===== config.mk =====
export PLATFORM = sky130hd
export DESIGN_NAME = front_spi_arbiter
export DESIGN_NICKNAME = d
export VERILOG_FILES = /design/src/rtl/front_spi_arbiter.sv
export SDC_FILE = /design/constraint.sdc
export NUM_CORES = 1
export LEC_CHECK = 0
export BUFFER_PORTS_ARGS = -buffer_cell sky130_fd_sc_hd__buf_4
export CAP_MARGIN = 20
export CORE_MARGIN = 2
export CORE_UTILIZATION = 35
export DETAILED_ROUTE_END_ITERATION = 10
export PLACE_DENSITY = 0.68
export SYNTH_ARGS = -nofsm -noshare
export SYNTH_HDL_FRONTEND = slang
export SYNTH_SLANG_ARGS = --single-unit

===== constraint.sdc =====
create_clock -name i_clk -period 2 [get_ports i_clk]
set_input_delay 0 -clock i_clk [delete_from_list [all_inputs] [get_ports i_clk]]
set_output_delay 0 -clock i_clk [all_outputs]
set_load 0.01 [all_outputs]

===== src/rtl/front_spi_arbiter.sv =====
// rtl/front_spi_arbiter.sv - shares the front-panel SPI master between the LCD writer and the switch reader
// Sequences start/n_cs handshakes, bounds SW streaks while LCD waits, aborts hung transfers.
module front_spi_arbiter #(
  parameter int DATA_W        = 24,
  parameter int TIMEOUT_CYC   = 4096,
  parameter int SW_MAX_STREAK = 4
) (
  input  logic              i_clk,
  input  logic              i_rst,
  input  logic              i_lcd_req,
  input  logic [DATA_W-1:0] i_lcd_data,
  output logic              o_lcd_ack,
  input  logic              i_sw_req,
  input  logic [DATA_W-1:0] i_sw_data,
  output logic              o_sw_ack,
  output logic [DATA_W-1:0] o_rdata,
  output logic              o_spi_start,
  output logic [DATA_W-1:0] o_mosi_data,
  input  logic              i_spi_cs,
  input  logic [DATA_W-1:0] i_miso_data,
  output logic              o_lcd_cs,
  output logic              o_sw_cs,
  output logic              o_busy,
  output logic              o_timeout_err
);

  localparam int TW  = (TIMEOUT_CYC > 2) ? $clog2(TIMEOUT_CYC) : 1;
  localparam int SKW = $clog2(SW_MAX_STREAK + 1);
  localparam logic [TW-1:0]  TIMER_LAST = TW'(TIMEOUT_CYC - 1);
  localparam logic [SKW-1:0] STREAK_MAX = SKW'(SW_MAX_STREAK);

  typedef enum logic [2:0] {
    S_IDLE, S_START, S_WAIT_ASSERT, S_WAIT_RELEASE, S_DONE, S_ERR
  } state_t;

  state_t             state_q;
  logic               owner_lcd_q;
  logic               route_q;
  logic [TW-1:0]      timer_q;
  logic [SKW-1:0]     streak_q;
  logic [SKW-1:0]     streak_d;
  logic               start_q;
  logic               lcd_ack_q;
  logic               sw_ack_q;
  logic               err_q;
  logic               busy_q;
  logic [DATA_W-1:0]  mosi_q;
  logic [DATA_W-1:0]  rdata_q;
  logic               grant_sw;
  logic               grant_lcd;

  // SW wins unless LCD has been waiting through a full streak of SW grants.
  assign grant_sw  = i_sw_req && !(i_lcd_req && (streak_q == STREAK_MAX));
  assign grant_lcd = i_lcd_req && !grant_sw;

  always_comb begin
    streak_d = streak_q;
    if (!i_lcd_req || grant_lcd) begin
      streak_d = '0;
    end else if (grant_sw && (streak_q != STREAK_MAX)) begin
      streak_d = streak_q + 1'b1;
    end
  end

  always_ff @(posedge i_clk or negedge i_rst) begin
    if (!i_rst) begin
      state_q     <= S_IDLE;
      owner_lcd_q <= 1'b0;
      route_q     <= 1'b0;
      timer_q     <= '0;
      streak_q    <= '0;
      start_q     <= 1'b0;
      lcd_ack_q   <= 1'b0;
      sw_ack_q    <= 1'b0;
      err_q       <= 1'b0;
      busy_q      <= 1'b0;
      mosi_q      <= '0;
      rdata_q     <= '0;
    end else begin
      start_q   <= 1'b0;
      lcd_ack_q <= 1'b0;
      sw_ack_q  <= 1'b0;
      err_q     <= 1'b0;
      case (state_q)
        S_IDLE: begin
          streak_q <= streak_d;
          if (grant_sw || grant_lcd) begin
            owner_lcd_q <= grant_lcd;
            mosi_q      <= grant_lcd ? i_lcd_data : i_sw_data;
            start_q     <= 1'b1;
            busy_q      <= 1'b1;
            route_q     <= 1'b1;
            state_q     <= S_START;
          end
        end
        S_START: begin
          timer_q <= '0;
          state_q <= S_WAIT_ASSERT;
        end
        S_WAIT_ASSERT: begin
          if (!i_spi_cs) begin
            timer_q <= '0;
            state_q <= S_WAIT_RELEASE;
          end else if (timer_q == TIMER_LAST) begin
            err_q   <= 1'b1;
            route_q <= 1'b0;
            state_q <= S_ERR;
          end else begin
            timer_q <= timer_q + 1'b1;
          end
        end
        S_WAIT_RELEASE: begin
          if (i_spi_cs) begin
            rdata_q   <= i_miso_data;
            lcd_ack_q <= owner_lcd_q;
            sw_ack_q  <= !owner_lcd_q;
            state_q   <= S_DONE;
          end else if (timer_q == TIMER_LAST) begin
            err_q   <= 1'b1;
            route_q <= 1'b0;
            state_q <= S_ERR;
          end else begin
            timer_q <= timer_q + 1'b1;
          end
        end
        S_DONE, S_ERR: begin
          busy_q  <= 1'b0;
          route_q <= 1'b0;
          state_q <= S_IDLE;
        end
        default: begin
          busy_q  <= 1'b0;
          route_q <= 1'b0;
          state_q <= S_IDLE;
        end
      endcase
    end
  end

  assign o_lcd_cs      = (route_q && owner_lcd_q)  ? i_spi_cs : 1'b1;
  assign o_sw_cs       = (route_q && !owner_lcd_q) ? i_spi_cs : 1'b1;
  assign o_spi_start   = start_q;
  assign o_lcd_ack     = lcd_ack_q;
  assign o_sw_ack      = sw_ack_q;
  assign o_timeout_err = err_q;
  assign o_busy        = busy_q;
  assign o_mosi_data   = mosi_q;
  assign o_rdata       = rdata_q;

endmodule


Word-level counts from Yosys, hierarchy flattened
Cells that the tools add are included.
Storage, ports and cells
  register bits after elaboration: 73
  input port bits: 77
  output and inout port bits: 55
Cells by class
  $add $sub $neg: 2
  equality and inequality tests: 9
  multiplexer cells: 30
  bitwise gates (word level): 2
  reductions and logical operators: 22
Operator list (count)
  $mux W12: 3
  $pmux W12 S3: 1
  $mux W24: 1
  $mux W3: 6
  $mux W1: 15
  $add A12 B1 Y12 const B: 1
  $eq A12 B12 Y1 const B: 1
  $pmux W3 S4: 1
  $reduce_and A2 Y1: 5
  $eq A3 B2 Y1 const B: 2
  $logic_and A1 B1 Y1: 6
  $ne A2 B2 Y1 const B: 3
  $logic_not A1 Y1: 4
  $pmux W1 S2: 2
  $pmux W1 S4: 1
  $reduce_and A4 Y1: 1
  $add A3 B1 Y3 const B: 1
  $eq A3 B1 Y1 const B: 1
  $eq A3 B3 Y1 const B: 1
  $logic_not A3 Y1: 1
  $ne A3 B3 Y1 const B: 1
  $reduce_bool A3 Y1: 1
  $reduce_or A3 Y1: 1
  $logic_or A1 B1 Y1: 2
  2 further kinds: 3

Logic depth before layout (Yosys ltp)
  word-level depth: 9
  gate-level depth with buffers: 8
  gate-level depth less buffers: 6

Least setup slack after synthesis
Ideal clock, no wire load.
  path kind: flip-flop to flip-flop
  from: register timer_q[0]
  to: register timer_q[2]
  data arrival time: 1551 ps
  data required time: 1924 ps
  setup slack: 373 ps
  cell stages (with the launch flop): 7
  period minus slack after synthesis: 1627 ps
  path through: dfrtp_1 -> ha_1 -> nand4_4 -> or3_1 -> buf_2 -> and3_1 -> o21ai_1
On the way
  longest elaborated chain between the ends: 4
RTL lines
  from (decl): line 39  | logic [TW-1:0] timer_q;
  from (signal assigned): line 109  | timer_q <= timer_q + 1'b1;
  from (signal assigned): line 123  | timer_q <= timer_q + 1'b1;
  $add A12 B1 Y12 or $eq A12 B12 Y1 (tied branches)
  $mux W12 *: line 104, 118
  $mux W12 (on tied branches): line 113, 101
  $pmux W12 S3 *: line 84  | case (state_q)
Mark *: on every way between the ends. The rest lies on a longest branch, timed or not. The select of a mux whose other input is x is not followed.
A chain may end at the register's enable or synchronous reset.

Worst setup path after layout
  from: register streak_q[0]
  to: register mosi_q[10] (netlist: o_mosi_data[10])
On the way
  longest elaborated chain between the ends: 8
RTL lines
  from (decl): line 40  | logic [SKW-1:0] streak_q;
  from (signal assigned): line 86  | streak_q <= streak_d;
  $eq A3 B3 Y1 *: line 53  | assign grant_sw = i_sw_req && !(i_lcd_req && (streak_q == STREAK_MAX));
  $logic_and A1 B1 Y1 *: line 53
  $logic_not A1 Y1 *: line 53
  $logic_and A1 B1 Y1 *: line 53
  $logic_not A1 Y1: line 54  | assign grant_lcd = i_lcd_req && !grant_sw;
  $logic_and A1 B1 Y1: line 54
  $logic_or A1 B1 Y1: line 87  | if (grant_sw || grant_lcd) begin
  $reduce_and A2 Y1 (no source line)
  to (signal assigned): line 89  | mosi_q <= grant_lcd ? i_lcd_data : i_sw_data;
  to (decl): line 47  | logic [DATA_W-1:0] mosi_q;
Mark *: on every way between the ends. The rest lies on a longest branch, timed or not.

==> impl_metrics.toml <==
[cts]
cts_buffers = 9
cts_post_setup_buffers_inserted = 0
clock_path_buffers = 2
tritoncts_clock_tree = "done"
buffer_type_at_the_clock_tree_root = "clkbuf_8"
clock_sinks = 73
htree_num_levels = 3
clkLatencyLatePin_ps = 350
clk_transition_reported_paths_ps = 80

[global_routing]
grt_max_degree = 51
grt_pass1_vias = 3150
grt.total_usage_pct = 17.9
grt_overflow = 0
antenna_violations_before_repair = 0
grt_first_pass_wirelength_um = 14500

[floorplan]
initial_core_util_pct = 36.3
placeableCoreArea_um2 = 9280
chipHeight_um = 102
rows = 35
die_area_um2 = 10400
boundaryPins = 132
die_w_um = 102

[place]
placement.io_buffers = 131
place_area_um2 = 4520
place_worst_setup_slack_ps = 196
hpwlAfterDp_um = 6020
gp_routability_congestion = 0.852

[route]
routedWlPerCell_um = 14.5
routed_wirelength_um = 9360
detail_route.drc_violations = 0
dr_total_vias = 3135
final_antenna_net_count = 0
avgViaCountPerCell = 4.87
initialDrtViolationCount = 194
dr.pass1.iters = 4

[sta]
fin_ws_ps = 203
worst_pin_slew_ps = 629
rsz0062_at_grt = "no"
skew_ps = 9.22
fraction_of_the_cycle_the_final_worst_path_needs_pct = 89.9
finalCriticalPeriod_ps = 1800
max_clock_freq_mhz = 556
finalHoldViolCount = 0
slew_headroom_pct = 58.0
maxSlewViolCount = 0
totalNegativeSetupSlack_ps = 0
count_of_endpoints_failing_setup_in_the_final_report = 0

[power_and_ir_drop]
p_seq_share_pct = 37.6
p_sw_share_pct = 35.1
power.leakage_nw = 2.68
intPower_w = 0.00426
design_power_total_w = 0.00657
p_clk_share_pct = 19.3
power.share.combinational_pct = 43.0
pwr_density_cell_nw_per_um2 = 1200
power.ir.vdd_worst_uv = 486
switching_power_w = 0.00231

[worst_setup_path]
rrSetupSlack_ps = 200
timing.critical_path.required_ps = 2230
worstSetupStartpoint = "streak_q[0]$_DFFE_PN0P_"
reg2reg_from = "streak_q[0]$_DFFE_PN0P_"
rr_worst_depth = 7
startpoint_type = "flip-flop"
critical_path_sink = "o_mosi_data[10]$_DFFE_PN0P_"
r2r_end = "o_mosi_data[10]$_DFFE_PN0P_"
endpoint_kind = "flip-flop"
critical_path_peak_fanout = 21
timing.critical_path.arrival_ps = 2020
timing.setup.critical_path_class = "reg -> reg"

[layout]
final_layout_size_suffix_gt1_share_pct = 37.1
n_antenna_cell = 0
post-route-util_pct = 59.2
finalInstanceArea_um2 = 5490
layout-area-overhead-vs-synth_pct = 63.2
final_nets = 591

[synth]
synth-edff-count = 0
synth.most_common_cell = "dfrtp_1"
syn_nets = 382
yosys_warnings = 0
netlist.top_cell.by_area = "dfrtp_1"
yosys_register_bits = 73
synth_ff_type = "dfrtp_1"
synthDominantCellAreaShare_pct = 54.3
share_of_synthesized_area_occupied_by_flip_flops_and_latches_pct = 54.3
post_synth_instance_area_um2 = 3370
avgSynthCellArea_um2 = 11.1
post_synth_inst_count = 302
synth_common_cells = "dfrtp_1 (73), o21ai_0 (35), nand2_1 (33)"
synth_area_leaders = "dfrtp_1 (54%), mux2_2 (8.0%), mux2i_1 (7.1%), o21ai_0 (5.2%), nand2_1 (3.7%)"
synthArstFlopShare_pct = 100
post_synth_num_cell_types = 49

[hold_path]
min_path_type = "in -> reg"

[outcome]
status = "completed"

[run]
max-cap-violations = 0
[flip-flops by register name, summed over array words and instances, names as in the netlist]
| signal | cells |
|---|---|
| o_lcd_ack | 1 |
| route_q | 1 |
| o_spi_start | 1 |
| owner_lcd_q | 1 |
| state_q | 3 |
| timer_q | 12 |
| o_rdata | 24 |
| o_busy | 1 |
| streak_q | 3 |
| o_timeout_err | 1 |
| o_mosi_data | 24 |
| o_sw_ack | 1 |
[worst min-delay path by stage]
| stage | endpoint | depth (start not counted) | startpoint |
|---|---|---|---|
| 2_1_floorplan | o_busy$_DFFE_PN0P_ | 0 | i_rst |
| 3_3_place_gp | timer_q[9]$_DFFE_PN0P_ | 1 | i_rst |
| 6_report | o_spi_start$_DFF_PN0_ | 4 | i_sw_req |
| 4_1_cts | o_spi_start$_DFF_PN0_ | 4 | i_sw_req |
| 5_1_grt | o_spi_start$_DFF_PN0_ | 4 | i_sw_req |
| 3_5_place_dp | timer_q[11]$_DFFE_PN0P_ | 1 | i_rst |
[kinds of logic (layout without fill, tap and decap cells)]
logic type	count (synthesis)	count (layout)	synth area share (%)
XOR/XNOR	1	1	0.260
multiplexers	48	48	15.2
AO/OA/AOI/OAI	72	72	12.5
buffers and inverters	26	239	3.83
flip-flops	73	73	54.3
adder cells (fa/ha/maj)	3	3	1.12
AND/OR/NAND/NOR	79	79	12.8
[power groups by stage]
| stage | Combinational [W] | Sequential (W) | Clock, W |
|---|---|---|---|
| final | 0.00283 | 0.00247 | 0.00127 |
| after global routing | 0.00310 | 0.00254 | 0.00136 |
| after CTS | 0.00282 | 0.00246 | 0.00130 |
| after detailed placement | 0.00270 | 0.00249 | 0 |
| after global placement | 0.00263 | 0.00245 | 0 |
| after floorplan | 0.00124 | 0.00264 | 0 |
[metrics by stage]
stage	hold WS, ps	std cells
6_report	131	644
5_1_grt	143	644
4_1_cts	118	644
3_5_place_dp	72.9	554
3_3_place_gp	71.1	554
2_1_floorplan	-296	302
[critical path, stage by stage (launching register included)]
cell and delay [ps]:
dfrtp_1 390, inv_1 60, ha_1 200, a21boi_1 200, nand2b_1 230, buf_12 220
mux2i_1 260, o21ai_0 110
[area by class of cell]
type                    count  area (um2)
fillers                   755        3790
repair buffers            215        1840
flip-flops and latches     73        1830
multi-input cells         203        1410
well taps                 129         161
clock buffers               9         124
clock inverters             6        92.6
inverters                   9        33.8
[per-layer routing]
metal / global-route usage (%) / share of wire [%] / vias up
li1: - / - / 1505
met1: 21.0 / 40 / 1480
met2: 31.3 / 51 / 124
met3: 3.21 / 6.3 / 26
met4: 9.23 / 3.0 / 0
met5: 0 / 0 / -
[placed cells by master, fill, tap and decap left out, types with 2 or more instances in the layout]
cell type        n
and3_1           3
a31oi_1          2
ha_1             3
o41ai_1          3
inv_1            9
nor2_1          10
nand2b_1         2
nor3_1           6
nand2_1         33
mux2_2          24
dlygate4sd3_1   75
clkinvlp_4       2
clkbuf_8         9
nand3_1          5
o31ai_1          2
a41oi_1          2
buf_4          137
o22ai_1          4
o21ai_0         35
or3_1            5
a21oi_1         13
buf_12           3
nor3_2           2
mux2i_1         24
dfrtp_1         73
bufinv_16        2
[repair_timing]
item / in CTS / in global routing
setup endpoints to repair: 0 / 3
hold buffers: 75 / 0
endpoints found under the hold margin: 97 / 0
gates resized for setup: 0 / 1
No activity file was read; power rests on OpenSTA's default activity.
